File: config.mk
export PLATFORM = sky130hd
export DESIGN_NAME = ghash_ctrl
export DESIGN_NICKNAME = d
export VERILOG_FILES = /design/src/rtl/ghash_ctrl.sv
export SDC_FILE = /design/constraint.sdc
export NUM_CORES = 1
export LEC_CHECK = 0
export ABC_CLOCK_PERIOD_IN_PS = 2100
export BUFFER_PORTS_ARGS = -buffer_cell sky130_fd_sc_hd__buf_2
export CAP_MARGIN = 15
export CORE_AREA = 2 2 305 307
export CTS_BUF_LIST = sky130_fd_sc_hd__clkbuf_8
export DETAILED_ROUTE_END_ITERATION = 8
export DIE_AREA = 0 0 307 309
export PLACE_DENSITY = 0.58
export SYNTH_ARGS = -nofsm -noshare
export SYNTH_HDL_FRONTEND = slang
export SYNTH_SLANG_ARGS = --single-unit
File: constraint.sdc
create_clock -name clk -period 2.1 [get_ports clk]
set_input_delay 0.42 -clock clk [delete_from_list [all_inputs] [get_ports clk]]
set_output_delay 0.42 -clock clk [all_outputs]
set_load 0.05 [all_outputs]
File: src/rtl/ghash_ctrl.sv
// GHASH sequencer: drives one shared gfm multiplier to compute Y_i = (Y_{i-1} ^ X_i) * H over a block stream.
// Owns the hash key, the running accumulator, the gfm start handshake and a hang watchdog.
module ghash_ctrl #(
  parameter int unsigned GFM_BITS    = 128,
  parameter int unsigned TIMEOUT_CYC = 64
) (
  input  logic                clk,
  input  logic                reset,
  input  logic                h_load,
  input  logic [GFM_BITS-1:0] h_key,
  input  logic                in_valid,
  output logic                in_ready,
  input  logic [GFM_BITS-1:0] in_data,
  input  logic                in_last,
  output logic                out_valid,
  input  logic                out_ready,
  output logic [GFM_BITS-1:0] out_data,
  output logic                gfm_en,
  output logic [GFM_BITS-1:0] gfm_a,
  output logic [GFM_BITS-1:0] gfm_b,
  input  logic [GFM_BITS-1:0] gfm_result,
  input  logic                gfm_done,
  output logic                busy,
  output logic                error
);

  localparam int unsigned CNT_W     = $clog2(TIMEOUT_CYC + 1);
  // Last WAIT cycle in which done is still accepted; the error flag then lands
  // exactly TIMEOUT_CYC edges after gfm_en rose.
  localparam int unsigned LAST_WAIT = TIMEOUT_CYC - 2;

  typedef enum logic [2:0] {
    S_IDLE   = 3'd0,
    S_ACCEPT = 3'd1,
    S_START  = 3'd2,
    S_WAIT   = 3'd3,
    S_OUTPUT = 3'd4,
    S_ERR    = 3'd5
  } state_t;

  state_t              state_q, state_d;
  logic [GFM_BITS-1:0] h_q;
  logic [GFM_BITS-1:0] y_q;
  logic                last_q;
  logic [CNT_W-1:0]    cnt_q;

  logic key_ld, blk_ld, res_ld, out_ld, y_clr, cnt_clr, cnt_inc, wd_trip;

  // State register
  always_ff @(posedge clk or negedge reset) begin
    if (!reset) begin
      state_q <= S_IDLE;
    end else begin
      state_q <= state_d;
    end
  end

  // Next-state and datapath strobes
  always_comb begin
    state_d = state_q;
    key_ld  = 1'b0;
    blk_ld  = 1'b0;
    res_ld  = 1'b0;
    out_ld  = 1'b0;
    y_clr   = 1'b0;
    cnt_clr = 1'b0;
    cnt_inc = 1'b0;
    wd_trip = 1'b0;
    case (state_q)
      S_IDLE: begin
        // A key load takes priority; a pending block is picked up next cycle.
        if (h_load) begin
          key_ld = 1'b1;
        end else if (in_valid) begin
          state_d = S_ACCEPT;
        end
      end
      S_ACCEPT: begin
        if (in_valid) begin
          blk_ld  = 1'b1;
          state_d = S_START;
        end
      end
      S_START: begin
        cnt_clr = 1'b1;
        state_d = S_WAIT;
      end
      S_WAIT: begin
        if (gfm_done) begin
          res_ld = 1'b1;
          if (last_q) begin
            out_ld  = 1'b1;
            state_d = S_OUTPUT;
          end else begin
            state_d = S_ACCEPT;
          end
        end else if (cnt_q == CNT_W'(LAST_WAIT)) begin
          wd_trip = 1'b1;
          state_d = S_ERR;
        end else begin
          cnt_inc = 1'b1;
        end
      end
      S_OUTPUT: begin
        if (out_ready) begin
          y_clr   = 1'b1;
          state_d = S_IDLE;
        end
      end
      S_ERR: begin
        state_d = S_ERR;
      end
      default: begin
        state_d = S_IDLE;
      end
    endcase
  end

  // Handshake flags registered from the next state so they align with it
  always_ff @(posedge clk or negedge reset) begin
    if (!reset) begin
      in_ready  <= 1'b0;
      out_valid <= 1'b0;
      gfm_en    <= 1'b0;
      busy      <= 1'b0;
      error     <= 1'b0;
    end else begin
      in_ready  <= (state_d == S_ACCEPT);
      out_valid <= (state_d == S_OUTPUT);
      gfm_en    <= (state_d == S_START);
      busy      <= (state_d != S_IDLE);
      error     <= error | wd_trip;
    end
  end

  // Key, accumulator, operands and result
  always_ff @(posedge clk or negedge reset) begin
    if (!reset) begin
      h_q      <= '0;
      y_q      <= '0;
      last_q   <= 1'b0;
      gfm_a    <= '0;
      gfm_b    <= '0;
      out_data <= '0;
    end else begin
      if (key_ld) begin
        h_q <= h_key;
      end
      if (blk_ld) begin
        gfm_a  <= y_q ^ in_data;
        gfm_b  <= h_q;
        last_q <= in_last;
      end
      if (y_clr) begin
        y_q <= '0;
      end else if (res_ld) begin
        y_q <= gfm_result;
      end
      if (out_ld) begin
        out_data <= gfm_result;
      end
    end
  end

  // Watchdog counter for the gfm handshake
  always_ff @(posedge clk or negedge reset) begin
    if (!reset) begin
      cnt_q <= '0;
    end else if (cnt_clr) begin
      cnt_q <= '0;
    end else if (cnt_inc) begin
      cnt_q <= cnt_q + CNT_W'(1);
    end
  end

endmodule
# Word-level counts from Yosys, hierarchy flattened
# Index checks and enable logic that the tools add are counted.
[classes]
n_addsub = 1
eq_ne = 9
mux = 30
bitwise_logic = 2
reduce_logical = 4
[op_table]
columns = ["operator", "n"]
rows = [
  ["128-bit two-way mux", 2],
  ["128-bit bitwise XOR", 1],
  ["3-bit two-way mux", 7],
  ["1-bit two-way mux", 18],
  ["3-bit case mux with 6 select lines", 1],
  ["7-bit two-way mux", 2],
  ["3-bit by 2-bit equality test with 1-bit output (second input constant)", 3],
  ["3-bit equality test (second input constant)", 3],
  ["7-bit by 1-bit adder with 7-bit output (second input constant)", 1],
  ["7-bit by 6-bit equality test with 1-bit output (second input constant)", 1],
  ["3-bit by 1-bit equality test with 1-bit output (second input constant)", 2],
  ["2-bit nonzero test", 2],
  ["3-bit zero test", 1],
  ["3-bit nonzero test", 1],
  ["1-bit OR", 1],
]
[word_totals]
regBits = 656
in_bits = 391
out_inout_bits = 389
wordCells = 59

# Depth between registers and ports, before layout
# Gate-level depths: netlist of run 1.
[depth]
depth_word = 6
ltp_mapped = 7
depth_no_buf = 6

# Least setup slack after synthesis of run 1
# Ideal clock, no wire load.
[synth_path]
path_kind = "register to register"
startpoint = "register state_q[0]"
endpoint = "register h_q[107]"
setup_time_ns = 0.125
arrival_ns = 1.504
required_time_ns = 1.975
setup_slack_ns = 0.472
stages_incl_launch_ff = 7
n_path_buf = 3
period_less_slack_ns = 1.628
cell_sequence = "dfrtp_1 buf_2 nor2_1 and3_1 buf_2 buf_4 mux2_2"
[synth_via]
elab_chain_len = 2
[synth_rtl]
columns = ["item", "line_no", "rtl"]
rows = [
  ["start: declaration", "41", "state_t state_q, state_d;"],
  ["start signal: assignment", "54", "state_q <= state_d;"],
  ["3-bit zero test", "69", "case (state_q)"],
  ["1-bit two-way mux", "69", ""],
  ["end signal: assignment", "147", "h_q <= h_key;"],
  ["end: declaration", "42", "logic [GFM_BITS-1:0] h_q;"],
]
# Every way passes these cells.
# A chain may end at the register's enable or synchronous reset.

# Worst setup path after layout of run 1
[layout_path]
startpoint = "register state_q[1]"
endpoint = "register out_data[77]"
[layout_via]
elab_chain_len = 2
[layout_rtl]
columns = ["item", "line_no", "rtl"]
rows = [
  ["3-bit by 2-bit equality test with 1-bit output", "69", ""],
  ["1-bit two-way mux", "69", ""],
  ["end signal: assignment", "160", "out_data <= gfm_result;"],
  ["end: declaration", "17", "output logic [GFM_BITS-1:0] out_data,"],
]
# Every way passes these cells.

==> results of run 1 <==
-- stage by stage --
step                      worst slack, ns  cells  utilization (%)
after global routing               0.0325   4253             40.8
after floorplan                     0.472   1712                -
after global placement              0.150   3672             33.9
after CTS                          0.0930   4249             40.8
final                               0.146   4253             40.8
after detailed placement            0.116   3672             33.9
-- worst max-delay path: cells and delay by family (launching register included) --
family / cells / cell delay [ns]
mux: 1 / 0.35
flops: 1 / 0.49
simple gates: 2 / 0.46
buf+inv: 2 / 0.50
-- layout by cell type (no fill, tap or decap), types with 9 or more instances in the layout --
cell           count
mux2_2           385
xnor2_1          128
clkbuf_8         147
buf_12            28
buf_2            777
a22o_1           128
a21oi_1          129
dlygate4sd3_1    382
dfrtp_1          655
clkinv_2           9
nor2_1           135
buf_4             67
inv_1             28
-- worst max path at each step --
stage                    startpoint                        to  slack (ns)  cells past startpoint
5_1_grt        state_q[1]$_DFF_PN0_  out_data[77]$_DFFE_PN0P_        0.03                      5
3_3_place_gp   state_q[0]$_DFF_PN0_  out_data[63]$_DFFE_PN0P_        0.15                      5
2_1_floorplan  state_q[0]$_DFF_PN0_      h_q[107]$_DFFE_PN0P_        0.47                      6
3_5_place_dp   state_q[0]$_DFF_PN0_  out_data[85]$_DFFE_PN0P_        0.12                      5
6_report       state_q[1]$_DFF_PN0_  out_data[77]$_DFFE_PN0P_        0.15                      5
4_1_cts             error$_DFF_PN0_                     error        0.09                      1
-- state kept, by name, summed over array words and instances (netlist names) --
register	flops
busy	1
cnt_q	7
error	1
gfm_a	128
gfm_b	128
gfm_en	1
h_q	128
in_ready	1
last_q	1
out_data	128
out_valid	1
state_q	3
y_q	128
-- final cells by class --
class	instances	area [sq um]	area share, %
Clock buffer	147	2020	5.43
Multi-Input combinational cell	951	8100	21.7
Antenna cell	3	7.51	0.0201
Clock inverter	48	389	1.04
Tap cell	1186	1480	3.98
Inverter	4	15.0	0.0403
Timing Repair Buffer	1258	8850	23.7
Sequential cell	656	16400	44.0
-- power by group through the flow --
stage | clock network (W) | logic (W) | registers [W]
finish | 0.0123 | 0.0312 | 0.0225
floorplan | 0 | 0.00968 | 0.0349
global route | 0.0133 | 0.0328 | 0.0232
global placement | 0 | 0.0303 | 0.0224
detailed placement | 0 | 0.0307 | 0.0225
CTS | 0.0126 | 0.0313 | 0.0224
-- layer usage --
layer / vias up / GRT usage, % / share of wire, %
li1: 8587 / - / -
met1: 9319 / 19.4 / 40
met2: 611 / 27.1 / 49
met3: 211 / 4.53 / 6.0
met4: 6 / 8.00 / 4.5
met5: - / 0 / 0.051
-- timing repair --
item,4_1_cts,5_1_grt
hold buffers,382,0
setup endpoints to repair,1,1
resized for setup,1,4
endpoints found under the hold margin,887,0
cloned,0,1
pin swaps,0,1
-- cell families after synthesis --
kind of cell,after synthesis
flops,656
simple gates,159
fa+ha+maj,2
mux,386
xor+xnor,130
buf+inv,105
compound gates,274
==> impl_metrics.tcl, run 1 <==
set metrics [dict create \
    initial_core_util_pct 27.5 \
    track_usage_pct 16.3 \
    grt_max_degree 66 \
    postLayoutCellArea_sq_mm 0.0373 \
    detailed_place_hpwl_microns 57200 \
    r2r_end "out_data[77]$_DFFE_PN0P_" \
    num_vias 18700 \
    critPathCaptureType "register" \
    path_common_cell "buf_12" \
    period_minus_slack_ns 1.95 \
    clock_path_buffers 3 \
    min_to "gfm_a[93]$_DFFE_PN0P_" \
    tns_ns 0 \
    startpoint_type "register" \
    core_area_sq_mm 0.0914 \
    ys_ff_latch 656 \
    avgRoutedWirePerCell_microns 18.7 \
    crit_path_max_incr_delay_ns 0.49 \
    synth-edff-count 0 \
    drc_errors 0 \
    root_buffer "clkbuf_8" \
    synth_top_area_share_pct 65.3 \
    worstHoldPathCells 3 \
    io_buffers 779 \
    clkPwrFrac_pct 18.6 \
    netlist_top_cells_count "dfrtp_1, mux2_2, nor2_1" \
    r2r_cells 5 \
    cp_slowest_cell "dfrtp_1" \
    htree_levels 3 \
    power.density_mw_per_mm2 1770 \
    tightest_slew_ns 0.577 \
    synthXorXnorAreaFrac_pct 4.53 \
    drive_above_1_share_pct 47.0 \
    cp.required_ns 2.68 \
    routed_wl_microns 79700 \
    combinationalPowerShare_pct 47.3 \
    crit_fanout 24 \
    p_leak_nw 17.3 \
    avgSynthCellArea_sq_um 14.7 \
    yosysMostFrequentCell "dfrtp_1" \
    insertion_delay_ns 0.74 \
    clkSinkCount 656 \
    ys_warn_count 0 \
    post-route-period-util_pct 93.1 \
    muxShareOfSynthArea_pct 17.3 \
    slew_violations 0 \
    drt_first_iter_violations 1111 \
    r2r_setup_slack_ns 0.15 \
    fin_skew_ns 0.0407 \
    cts_buffers 112 \
    syn_inst 1712 \
    drv_cap 0 \
    cts_tree "done" \
    cts_setup_buffers 0 \
    finalSetupViolations 0 \
    fill_cells 8569 \
    internal_power_w 0.0361 \
    grt_overflow 0 \
    avgViaCountPerCell 4.40 \
    mappedNetlistArea_sq_mm 0.0251 \
    grt_pass1_wl_microns 119000 \
    layout.nets 3376 \
    rsz0062_at_grt "no" \
    boundaryPins 780 \
    synth_top_area_cell "dfrtp_1" \
    p_total_w 0.0659 \
    async_flop_share_pct 100 \
    netSwitchingPower_w 0.0298 \
    antenna_left 0 \
    hold_viol 0 \
    antenna_found_initial 6 \
    switching_share_pct 45.2 \
    status "finished clean" \
    dr.pass1.iters 5 \
    ys_types 36 \
    arrival_ns 2.54 \
    dieArea_sq_mm 0.0949 \
    placedInstanceArea_sq_mm 0.0310 \
    path_cells "nand2_1 > nor3_2 > buf_12 > buf_12 > mux2_2" \
    synth_flop_cell "dfrtp_1" \
    timing.fmax_mhz 512 \
    hold_class "in2reg" \
    area_growth_pct 48.4 \
    synth_compound_area_share_pct 7.52 \
    sequentialPowerShare_pct 34.1 \
    clkSlewWorstSetupHoldPaths_ns 0.06 \
    die_h_microns 309 \
    synth_top_family_by_area "multiplexers" \
    ys_top_cells_by_area "dfrtp_1, mux2_2, a22o_1" \
    grt_pass1_vias 20200 \
    slew-limit-headroom_pct 61.3 \
    timing.rr.start "state_q[1]$_DFF_PN0_" \
    crit_type "reg2reg" \
    synthAdderAreaFrac_pct 0.0996 \
    worst_hold_startpoint "in_data[93]" \
    seq_area_frac_synth_pct 65.3 \
    holdWs_ns 0.105 \
    die-width_microns 307 \
    syn_nets 2105 \
    place.gp.congestion 0.818 \
    synth-simple-area-share_pct 2.62 \
    ir_drop_mv 1.27 \
    rows 111 \
]
No activity file was read; power rests on OpenSTA's default activity.
==> inputs of run 2 (changes only) <==
Settings changed: ABC_CLOCK_PERIOD_IN_PS 2100 to 2000, SETUP_SLACK_MARGIN from default to 0.1.
Clock period 2.1 ns to 2 ns, I/O delays scaled along.
==> run 2 against run 1 <==
Combinational power is 8.7% higher. Final cell count is 0.42% higher. Hold slack better by 0.033 ns. Critical path depth stayed put. Sequential share of layout area is 0.47 points lower. Fmax is 5.0% higher. Largest power group unchanged.
==> impl_metrics.tcl, run 2 (synthesized netlist as in run 1, its figures left out) <==
set metrics [dict create \
    drc_errors 0 \
    detailed_place_hpwl_microns 57000 \
    htree_levels 3 \
    slew-limit-headroom_pct 61.3 \
    drive_above_1_share_pct 46.7 \
    cp_num_buf_inv 2 \
    grt_overflow 0 \
    avgRoutedWirePerCell_microns 19.2 \
    fill_cells 8597 \
    boundaryPins 780 \
    r2r_setup_slack_ns 0.14 \
    die-width_microns 307 \
    post-route-period-util_pct 93.1 \
    final_common_cell "dfrtp_1" \
    core_area_sq_mm 0.0914 \
    period_minus_slack_ns 1.86 \
    dieArea_sq_mm 0.0949 \
    placedInstanceArea_sq_mm 0.0309 \
    timing.rr.start "state_q[0]$_DFF_PN0_" \
    critPathCaptureType "register" \
    layout.nets 3387 \
    drt_first_iter_violations 1005 \
    tns_ns 0 \
    grt_pass1_wl_microns 121000 \
    cts_tree "done" \
    rsz0062_at_grt "yes" \
    drv_cap 0 \
    r2r_cells 5 \
    track_usage_pct 16.5 \
    root_buffer "clkbuf_8" \
    hold_class "in2async" \
    clkSlewWorstSetupHoldPaths_ns 0.06 \
    hold_viol 0 \
    tightest_slew_ns 0.577 \
    clkSinkCount 656 \
    startpoint_type "register" \
    io_buffers 779 \
    routed_wl_microns 81900 \
    antenna_found_initial 6 \
    crit_path_max_incr_delay_ns 0.42 \
    initial_core_util_pct 27.5 \
    power.density_mw_per_mm2 1850 \
    grt_max_degree 82 \
    fin_skew_ns 0.0442 \
    cp.required_ns 2.62 \
    slew_violations 0 \
    mostFrequentLayoutCells "dfrtp_1, buf_2, dlygate4sd3_1, mux2_2, buf_4" \
    rows 111 \
    path_cells "buf_4 > nor2_4 > and3_4 > buf_12 > mux2_2" \
    place.gp.congestion 0.832 \
    finalSetupViolations 0 \
    timing.fmax_mhz 537 \
    p_leak_nw 17.5 \
    r2r_end "h_q[118]$_DFFE_PN0P_" \
    antenna_left 0 \
    cp_slowest_cell "dfrtp_1" \
    grt_pass1_vias 20100 \
    insertion_delay_ns 0.77 \
    dr.pass1.iters 5 \
    area_growth_pct 50.0 \
    num_vias 18900 \
    die_h_microns 309 \
    arrival_ns 2.48 \
    status "finished clean" \
    avgViaCountPerCell 4.42 \
    crit_type "reg2reg" \
    postLayoutCellArea_sq_mm 0.0377 \
    clock_path_buffers 3 \
    crit_fanout 32 \
    cp_top_family "simple AND/OR/NAND/NOR gates" \
    cts_buffers 111 \
    ir_drop_mv 1.31 \
]
==> run 2: cell types whose count changed in the layout (fill, tap and decap cells not counted), moves of 3 or more <==
cell	previous run	this run
clkbuf_4	0	7
buf_6	1	11
inv_12	0	3
buf_2	777	636
clkinvlp_4	6	0
clkbuf_8	147	129
bufinv_16	6	3
clkinv_2	9	19
inv_1	28	43
dlygate4sd3_1	382	386
buf_4	67	193
==> run 2: power by group <==
part	switching [W]	internal, W	total (W)	leakage [nW]
Sequential	0.00380	0.0198	0.0236	7.82
Clock	0.00573	0.00632	0.0120	1.30
Combinational	0.0222	0.0118	0.0339	8.39
==> run 2: worst max path at each step <==
stage	from	end	depth (start not counted)
5_1_grt	state_q[0]$_DFF_PN0_	h_q[118]$_DFFE_PN0P_	5
3_3_place_gp	out_ready	y_q[49]$_DFFE_PN0P_	5
4_1_cts	out_data[27]$_DFFE_PN0P_	out_data[27]	1
3_5_place_dp	out_ready	y_q[68]$_DFFE_PN0P_	5
6_report	state_q[0]$_DFF_PN0_	h_q[118]$_DFFE_PN0P_	5
2_1_floorplan	state_q[0]$_DFF_PN0_	h_q[107]$_DFFE_PN0P_	6
==> run 2: cell type report <==
type	instances	area, sq um	area share [%]
well taps	1186	1480	3.94
clock inverters	70	438	1.16
repair buffers	1269	9430	25.0
flip-flops and latches	656	16400	43.6
clock buffers	129	1780	4.71
diodes	5	12.5	0.0332
inverters	4	15.0	0.0398
multi-input cells	952	8130	21.6
==> run 2: what timing repair did <==
action / 4_1_cts / 5_1_grt
pin swaps: 3 / 1
hold buffers: 386 / 0
gates cloned: 1 / 4
setup endpoints to repair: 386 / 221
resized for setup: 146 / 16
hold endpoints to repair: 957 / 0
buffers inserted: 9 / 4
==> run 2: stage by stage <==
stage	cells	utilization [%]	worst slack (ns)	hold WS (ns)	total power, W
final	4271	41.2	0.139	0.139	0.0696
after global routing	4269	41.2	0.0638	0.0719	0.0732
after CTS	4258	41.1	0.0883	0.00985	0.0700
after detailed placement	3663	33.8	-0.123	0.301	0.0558
after global placement	3663	33.8	-0.0908	0.300	0.0553
after floorplan	1712	-	0.372	0.104	0.0468
==> run 2: layer usage <==
metal | GRT usage (%) | vias up | wire [microns]
li1 | - | 8632 | -
met1 | 19.2 | 9418 | 32500
met2 | 27.9 | 618 | 40500
met3 | 5.25 | 192 | 5580
met4 | 7.33 | 6 | 3260
met5 | 0 | - | 38
